### src/rtl/rv32_mem_pkg.sv
// Shared types and constants for the fetch/access memory port arbiter.
// State encoding, RV32 load/store funct3 codes and the store opcode.
package rv32_mem_pkg;

    typedef enum logic [1:0] {
        ST_IDLE     = 2'd0,
        ST_IF_BUSY  = 2'd1,
        ST_ACC_BUSY = 2'd2
    } arb_state_e;

    localparam logic [2:0] F3_B  = 3'b000;
    localparam logic [2:0] F3_H  = 3'b001;
    localparam logic [2:0] F3_W  = 3'b010;
    localparam logic [2:0] F3_BU = 3'b100;
    localparam logic [2:0] F3_HU = 3'b101;

    localparam logic [6:0] OP_STORE = 7'b0100011;
    localparam logic [3:0] BE_WORD  = 4'b1111;

endpackage

### src/rtl/mem_port_arbiter_if.sv
// Bundles fetch, access-stage and memory-side signals of the arbiter.
// slave = arbiter view; master = pipeline plus memory view.
interface mem_port_arbiter_if #(parameter int ADDR_W = 32);

    logic              if_req;
    logic [ADDR_W-1:0] if_addr;
    logic [31:0]       if_rdata;
    logic              if_ack;

    logic              acc_req;
    logic              acc_we;
    logic [2:0]        acc_funct3;
    logic [ADDR_W-1:0] acc_addr;
    logic [31:0]       acc_wdata;
    logic [31:0]       acc_rdata;
    logic              acc_ack;
    logic              acc_err;

    logic              mem_req;
    logic              mem_we;
    logic [ADDR_W-1:0] mem_addr;
    logic [31:0]       mem_wdata;
    logic [3:0]        mem_be;
    logic [31:0]       mem_rdata;
    logic              mem_ready;

    logic              stall_if;
    logic              stall_acc;

    modport slave (
        input  if_req, if_addr,
        output if_rdata, if_ack,
        input  acc_req, acc_we, acc_funct3, acc_addr, acc_wdata,
        output acc_rdata, acc_ack, acc_err,
        output mem_req, mem_we, mem_addr, mem_wdata, mem_be,
        input  mem_rdata, mem_ready,
        output stall_if, stall_acc
    );

    modport master (
        output if_req, if_addr,
        input  if_rdata, if_ack,
        output acc_req, acc_we, acc_funct3, acc_addr, acc_wdata,
        input  acc_rdata, acc_ack, acc_err,
        input  mem_req, mem_we, mem_addr, mem_wdata, mem_be,
        output mem_rdata, mem_ready,
        input  stall_if, stall_acc
    );

endinterface

### src/rtl/mem_port_arbiter_lane_align.sv
// Combinational byte-enable / store-lane steering and misalignment detect.
// Zero latency; no handshake.
module store_lane_align
    import rv32_mem_pkg::*;
(
    input  logic [2:0]  funct3_i,
    input  logic [1:0]  addr_lo_i,
    input  logic [31:0] wdata_i,
    input  logic        we_i,
    output logic [3:0]  be_o,
    output logic [31:0] wdata_o,
    output logic        misaligned_o
);

    logic [4:0] shamt;
    assign shamt = {addr_lo_i, 3'b000};

    always_comb begin
        be_o         = BE_WORD;
        wdata_o      = wdata_i;
        misaligned_o = 1'b0;
        case (funct3_i[1:0])
            2'b01:   misaligned_o = addr_lo_i[0];
            2'b10:   misaligned_o = |addr_lo_i;
            default: misaligned_o = 1'b0;
        endcase
        if (we_i) begin
            case (funct3_i)
                F3_B: begin
                    be_o    = 4'b0001 << addr_lo_i;
                    wdata_o = {24'd0, wdata_i[7:0]} << shamt;
                end
                F3_H: begin
                    be_o    = 4'b0011 << addr_lo_i;
                    wdata_o = {16'd0, wdata_i[15:0]} << shamt;
                end
                F3_W:    be_o = BE_WORD;
                // No store encoding exists for these; reject rather than write.
                default: misaligned_o = 1'b1;
            endcase
        end
    end

endmodule

### src/rtl/mem_port_arbiter.sv
// Arbitrates one single-ported memory between fetch and access stage.
// Grant 1 cycle after request, ack 1 cycle after mem_ready; requests held by stall_* until ack.
module mem_port_arbiter
    import rv32_mem_pkg::*;
#(
    parameter int ADDR_W     = 32,
    parameter int FAIR_LIMIT = 4
) (
    input  logic              clk,
    input  logic              rst,
    mem_port_arbiter_if.slave bus
);

    localparam logic [ADDR_W-1:0] WORD_MASK = ~ADDR_W'(3);
    localparam logic [3:0]        FAIR_MAX  = 4'(FAIR_LIMIT);

    arb_state_e        state_q;
    logic [3:0]        fair_cnt_q, fair_cnt_d;
    logic              mem_req_q, mem_we_q, err_pend_q;
    logic [ADDR_W-1:0] mem_addr_q;
    logic [31:0]       mem_wdata_q;
    logic [3:0]        mem_be_q;
    logic [31:0]       if_rdata_q, acc_rdata_q;
    logic              if_ack_q, acc_ack_q, acc_err_q;

    logic [3:0]        st_be;
    logic [31:0]       st_wdata;
    logic              st_misaligned;
    logic              if_v, acc_first, grant_acc, grant_if;

    store_lane_align u_lane (
        .funct3_i     (bus.acc_funct3),
        .addr_lo_i    (bus.acc_addr[1:0]),
        .wdata_i      (bus.acc_wdata),
        .we_i         (bus.acc_we),
        .be_o         (st_be),
        .wdata_o      (st_wdata),
        .misaligned_o (st_misaligned)
    );

    // An access request still high in its own ack cycle keeps priority but is
    // not re-granted; fetch only slips in when the fairness limit is reached.
    always_comb begin
        if_v      = bus.if_req & ~if_ack_q;
        acc_first = bus.acc_req & ~(if_v & (fair_cnt_q == FAIR_MAX));
        grant_acc = (state_q == ST_IDLE) & acc_first & ~acc_ack_q;
        grant_if  = (state_q == ST_IDLE) & if_v & ~acc_first;
        fair_cnt_d = fair_cnt_q;
        if (grant_if)
            fair_cnt_d = '0;
        else if (grant_acc && if_v && (fair_cnt_q < FAIR_MAX))
            fair_cnt_d = fair_cnt_q + 4'd1;
    end

    always_ff @(posedge clk or posedge rst) begin
        if (rst) begin
            state_q     <= ST_IDLE;
            fair_cnt_q  <= '0;
            mem_req_q   <= 1'b0;
            mem_we_q    <= 1'b0;
            err_pend_q  <= 1'b0;
            mem_addr_q  <= '0;
            mem_wdata_q <= '0;
            mem_be_q    <= '0;
            if_rdata_q  <= '0;
            acc_rdata_q <= '0;
            if_ack_q    <= 1'b0;
            acc_ack_q   <= 1'b0;
            acc_err_q   <= 1'b0;
        end else begin
            if_ack_q   <= 1'b0;
            acc_ack_q  <= 1'b0;
            acc_err_q  <= 1'b0;
            fair_cnt_q <= fair_cnt_d;
            case (state_q)
                ST_IDLE: begin
                    if (grant_acc) begin
                        state_q     <= ST_ACC_BUSY;
                        err_pend_q  <= st_misaligned;
                        mem_req_q   <= ~st_misaligned;
                        mem_we_q    <= bus.acc_we & ~st_misaligned;
                        mem_addr_q  <= bus.acc_addr & WORD_MASK;
                        mem_wdata_q <= st_wdata;
                        mem_be_q    <= st_be;
                    end else if (grant_if) begin
                        state_q     <= ST_IF_BUSY;
                        mem_req_q   <= 1'b1;
                        mem_we_q    <= 1'b0;
                        mem_addr_q  <= bus.if_addr & WORD_MASK;
                        mem_wdata_q <= '0;
                        mem_be_q    <= BE_WORD;
                    end
                end
                ST_IF_BUSY: begin
                    if (bus.mem_ready) begin
                        state_q    <= ST_IDLE;
                        mem_req_q  <= 1'b0;
                        if_rdata_q <= bus.mem_rdata;
                        if_ack_q   <= 1'b1;
                    end
                end
                ST_ACC_BUSY: begin
                    if (err_pend_q) begin
                        state_q    <= ST_IDLE;
                        err_pend_q <= 1'b0;
                        acc_ack_q  <= 1'b1;
                        acc_err_q  <= 1'b1;
                    end else if (bus.mem_ready) begin
                        state_q     <= ST_IDLE;
                        mem_req_q   <= 1'b0;
                        acc_rdata_q <= bus.mem_rdata;
                        acc_ack_q   <= 1'b1;
                    end
                end
                default: state_q <= ST_IDLE;
            endcase
        end
    end

    assign bus.mem_req   = mem_req_q;
    assign bus.mem_we    = mem_we_q;
    assign bus.mem_addr  = mem_addr_q;
    assign bus.mem_wdata = mem_wdata_q;
    assign bus.mem_be    = mem_be_q;
    assign bus.if_rdata  = if_rdata_q;
    assign bus.if_ack    = if_ack_q;
    assign bus.acc_rdata = acc_rdata_q;
    assign bus.acc_ack   = acc_ack_q;
    assign bus.acc_err   = acc_err_q;
    assign bus.stall_if  = bus.if_req & ~if_ack_q;
    assign bus.stall_acc = bus.acc_req & ~acc_ack_q;

endmodule

### src/flat_wrapper.sv
// flat-port wrapper written by rule: the top's interface ports become plain ports
module mem_port_arbiter_flat import rv32_mem_pkg::*;
#(
    parameter int ADDR_W     = 32,
    parameter int FAIR_LIMIT = 4
)
  (clk, rst, bus_if_req, bus_if_addr, bus_if_rdata, bus_if_ack, bus_acc_req, bus_acc_we, bus_acc_funct3, bus_acc_addr, bus_acc_wdata, bus_acc_rdata, bus_acc_ack, bus_acc_err, bus_mem_req, bus_mem_we, bus_mem_addr, bus_mem_wdata, bus_mem_be, bus_mem_rdata, bus_mem_ready, bus_stall_if, bus_stall_acc);
  mem_port_arbiter_if #(.ADDR_W(ADDR_W)) bus_i ();
  input  logic clk;
  input  logic rst;
  input wire logic [$bits(bus_i.if_req)-1:0] bus_if_req;
  input wire logic [$bits(bus_i.if_addr)-1:0] bus_if_addr;
  output wire logic [$bits(bus_i.if_rdata)-1:0] bus_if_rdata;
  output wire logic [$bits(bus_i.if_ack)-1:0] bus_if_ack;
  input wire logic [$bits(bus_i.acc_req)-1:0] bus_acc_req;
  input wire logic [$bits(bus_i.acc_we)-1:0] bus_acc_we;
  input wire logic [$bits(bus_i.acc_funct3)-1:0] bus_acc_funct3;
  input wire logic [$bits(bus_i.acc_addr)-1:0] bus_acc_addr;
  input wire logic [$bits(bus_i.acc_wdata)-1:0] bus_acc_wdata;
  output wire logic [$bits(bus_i.acc_rdata)-1:0] bus_acc_rdata;
  output wire logic [$bits(bus_i.acc_ack)-1:0] bus_acc_ack;
  output wire logic [$bits(bus_i.acc_err)-1:0] bus_acc_err;
  output wire logic [$bits(bus_i.mem_req)-1:0] bus_mem_req;
  output wire logic [$bits(bus_i.mem_we)-1:0] bus_mem_we;
  output wire logic [$bits(bus_i.mem_addr)-1:0] bus_mem_addr;
  output wire logic [$bits(bus_i.mem_wdata)-1:0] bus_mem_wdata;
  output wire logic [$bits(bus_i.mem_be)-1:0] bus_mem_be;
  input wire logic [$bits(bus_i.mem_rdata)-1:0] bus_mem_rdata;
  input wire logic [$bits(bus_i.mem_ready)-1:0] bus_mem_ready;
  output wire logic [$bits(bus_i.stall_if)-1:0] bus_stall_if;
  output wire logic [$bits(bus_i.stall_acc)-1:0] bus_stall_acc;
  assign bus_i.if_req = bus_if_req;
  assign bus_i.if_addr = bus_if_addr;
  assign bus_if_rdata = bus_i.if_rdata;
  assign bus_if_ack = bus_i.if_ack;
  assign bus_i.acc_req = bus_acc_req;
  assign bus_i.acc_we = bus_acc_we;
  assign bus_i.acc_funct3 = bus_acc_funct3;
  assign bus_i.acc_addr = bus_acc_addr;
  assign bus_i.acc_wdata = bus_acc_wdata;
  assign bus_acc_rdata = bus_i.acc_rdata;
  assign bus_acc_ack = bus_i.acc_ack;
  assign bus_acc_err = bus_i.acc_err;
  assign bus_mem_req = bus_i.mem_req;
  assign bus_mem_we = bus_i.mem_we;
  assign bus_mem_addr = bus_i.mem_addr;
  assign bus_mem_wdata = bus_i.mem_wdata;
  assign bus_mem_be = bus_i.mem_be;
  assign bus_i.mem_rdata = bus_mem_rdata;
  assign bus_i.mem_ready = bus_mem_ready;
  assign bus_stall_if = bus_i.stall_if;
  assign bus_stall_acc = bus_i.stall_acc;
  mem_port_arbiter #(.ADDR_W(ADDR_W), .FAIR_LIMIT(FAIR_LIMIT)) u_core (.clk(clk), .rst(rst), .bus(bus_i));
endmodule
### config.mk
export PLATFORM = sky130hd
export DESIGN_NAME = mem_port_arbiter_flat
export DESIGN_NICKNAME = d
export VERILOG_FILES = /design/src/rtl/rv32_mem_pkg.sv /design/src/rtl/mem_port_arbiter_if.sv /design/src/rtl/mem_port_arbiter_lane_align.sv /design/src/rtl/mem_port_arbiter.sv /design/src/flat_wrapper.sv
export SDC_FILE = /design/constraint.sdc
export NUM_CORES = 1
export LEC_CHECK = 0
export ABC_AREA = 1
export CORE_MARGIN = 4
export CORE_UTILIZATION = 30
export CTS_BUF_LIST = sky130_fd_sc_hd__clkbuf_2
export DETAILED_ROUTE_END_ITERATION = 12
export PLACE_DENSITY = 0.65
export SYNTH_ARGS = -nofsm -noshare
export SYNTH_HDL_FRONTEND = slang
export SYNTH_SLANG_ARGS = --single-unit
### constraint.sdc
create_clock -name clk -period 7.2 [get_ports clk]
set_clock_uncertainty 0.2 [all_clocks]
set_input_delay 0.72 -clock clk [delete_from_list [all_inputs] [get_ports clk]]
set_output_delay 0.72 -clock clk [all_outputs]
set_load 0.005 [all_outputs]
==> flow_summary.ini <==
[timing]
slew_violations = 0
report.final.hold_viol_count = 0
worst_slew_pin_slew_ns = 1.14
setup_ws_ns = 4.25
fin_tns_setup_ns = 0
fin_crit_ns = 2.95
slew_headroom = 0.240
rsz0062_at_grt = false
finalSetupViolCount = 0
fin_crit_sh = 0.410
fmax_mhz = 339

[grt]
overflow = 0
grt_pass1_vias = 6189
grt_use_met2 = 0.254
top_usage_layer = met2
antenna_found_initial = 1
met3_usage = 0.0753
grt.total_usage = 0.163
use_met1 = 0.205
grt_max_degree = 100
grt_pass1_wl_mm = 32.1

[synth]
synthFlopType = dfrtp_1
synth_mux_area_frac = 0
synth_area_leaders = dfrtp_1 53%, nand2_1 18%, o21ai_0 7.2%
async_reset_ff_frac = 1.00
netlist_instances = 825
synthesis.area_sq_mm = 0.00668
synth.most_common_cell = nand2_1
synth_top_cell_by_area = dfrtp_1
synth-compound-area-share = 0.105
synth_cell_type_count = 29
synth_xor_area_frac = 0
synthAdderAreaFrac = 0.0168
avgSynthCellArea_sq_um = 8.10
synthSimpleGateAreaFrac = 0.263
synth-seq-cells = 142
ys_seq_area_frac = 0.532
yosys.area.top_type_share = 0.532
yosys-top-cells-count = 315 x nand2_1, 142 x dfrtp_1, 96 x o21ai_0, 72 x nand3_1, 70 x inv_1
synth_top_family_by_area = simple AND/OR/NAND/NOR gates
yosys_warnings = 0
synth-edff-count = 0

[finish]
area_delta_synth_final_pct = 46.3
drive_above_1_share = 0.0570
final_net_count = 1221
utilization = 0.447
diodes = 0

[pwr]
clkPwrFrac = 0.147
p_int_mw = 2.16
p_sw_frac = 0.375
seqPwrFrac = 0.387
p_leak_nw = 4.75
vdd_ir_drop_max_v = 0.000174
p_switching_mw = 1.29
powerDensity_mw_per_mm2 = 353
combPwrFrac = 0.466

[floorplanning]
die_w_um = 157
coreArea_sq_mm = 0.0219
start_util = 0.305
die_area_sq_mm = 0.0247
fp.dieH_um = 157
io_pins = 276
rows = 54

[cts]
root_buffer = clkbuf_2
clkTransAtPathRegs_ns = 0.28
cts_made_buffers = 17
ctsLongestPathBuffers = 2
h-tree-depth = 4
cts.sinks = 142
cts.hold.buffers_added = 0
post_cts_buffers = 0
cts-resized-gates = 0
cts_tree = yes
clk_latency_ns = 0.69

[worst_setup_path]
crit_required_ns = 7.57
critPathKind = register to register
worstPathArrival_ns = 3.32
worstSetupEndpointType = register
critPathLaunchType = register
worst-path-max-fanout = 99

[drt]
vias_per_cell = 4.56
firstDrtPassIters = 5
routedWlPerCell_um = 15.1
drt_first_iter_violations = 315
routed_wirelength_mm = 20.6
num_vias = 6241
route.detailed.drc = 0
ant_nets = 0

[flow_run]
maxCapViolations = 0

[place]
dp_slack_ns = 3.70
place_congestion = 0.883
dp_hpwl_mm = 14.6
portBuffers = 271

[hold_path]
hold_class = primary input to asynchronous set/reset pin

[run_status]
status = complete, no violations
==> cells in the final DEF, fill, tap and decap left out, types with 3 or more instances in the layout <==
cell type        count
nand2_1            314
clkbuf_2            17
or2_2                3
inv_1               69
inv_6                4
o21ai_1             15
nand3_2              6
nand2_4              3
nand3_1             71
o21ai_0             96
dfrtp_1            142
nor2_1              12
a21oi_1             16
clkdlybuf4s50_1    271
o211ai_1             4
inv_2                5
ha_1                 9
nor2_4               3
nand2_2              3
buf_4                3
inv_8                6
==> state kept, by name (all words and copies together) (netlist names) <==
register / cells
u_core.err_pend_q: 1
u_core.bus.mem_req: 1
u_core.bus.mem_wdata: 32
u_core.bus.mem_be: 4
u_core.bus.mem_we: 1
u_core.fair_cnt_q: 4
u_core.state_q: 2
u_core.bus.acc_rdata: 32
u_core.bus.acc_err: 1
u_core.bus.if_rdata: 32
u_core.bus.acc_ack: 1
u_core.bus.mem_addr: 30
u_core.bus.if_ack: 1
==> cell families (layout without fill, tap and decap cells) <==
| kind of cell | Yosys count | in the layout |
|---|---|---|
| AOI/OAI and AO/OA | 136 | 136 |
| buffers and inverters | 119 | 381 |
| adders and majority gates | 9 | 9 |
| DFF | 142 | 142 |
| and+or+nand+nor | 418 | 418 |
| other | 1 | 2 |
==> path summary, 6_finish.rpt <==
path | startpoint | to | slack (ns) | cells past startpoint
max | u_core.state_q[0] | u_core.bus.mem_be[1] | 4.25 | 8
min | rst | u_core.bus.acc_rdata[14] | 0.21 | 2
min reg2reg | u_core.bus.if_rdata[10] | u_core.bus.if_rdata[10] | 0.32 | 2
min in group clk | u_core.bus.if_rdata[10] | u_core.bus.if_rdata[10] | 0.32 | 2
max in group asynchronous | rst | u_core.bus.mem_addr[5] | 5.08 | 3
max reg2reg | u_core.state_q[0] | u_core.bus.mem_be[1] | 4.25 | 8
==> final cells by class <==
cell class,count,area (sq um)
multi-input combinational,565,2600
fill,2181,12100
timing repair buffer,274,2740
clock buffer,17,85.1
inverter,75,287
sequential,142,3550
tap,280,350
clock inverter,15,173
==> critical path, cell delays in order, from the launching register on <==
cell and delay [ns]:
dfrtp_1 0.47, inv_1 0.09, ha_1 0.28, nand2_1 0.17
inv_2 0.07, nand2_4 0.81, nand2_4 0.42, nor2_1 0.22
a21oi_1 0.07
==> per-layer routing <==
| layer | vias to the layer above | share of wire | wire [um] |
|---|---|---|---|
| met5 | - | 0.00097 | 20 |
| met4 | 2 | 0.016 | 328 |
| met3 | 20 | 0.10 | 2120 |
| met2 | 200 | 0.45 | 9350 |
| met1 | 2913 | 0.43 | 8830 |
| li1 | 3106 | - | - |
==> metrics by stage <==
stage	area (sq um)	std cells	hold WS [ns]	total power, mW
2_1_floorplan	6690	826	0.271	2.05
3_3_place_gp	9520	1336	0.265	2.96
3_5_place_dp	9520	1336	0.272	2.99
4_1_cts	9780	1368	0.130	3.52
5_1_grt	9780	1368	0.0975	3.75
6_report	9780	1368	0.215	3.45
==> power by group through the flow <==
stage                     registers [mW]  logic (mW)  clock network, mW
final                               1.33        1.61              0.506
after global routing                1.38        1.80              0.571
after CTS                           1.34        1.65              0.537
after detailed placement            1.35        1.64                  0
after global placement              1.34        1.62                  0
after floorplan                     1.37       0.686                  0
Power figures use the tool's default switching activity.
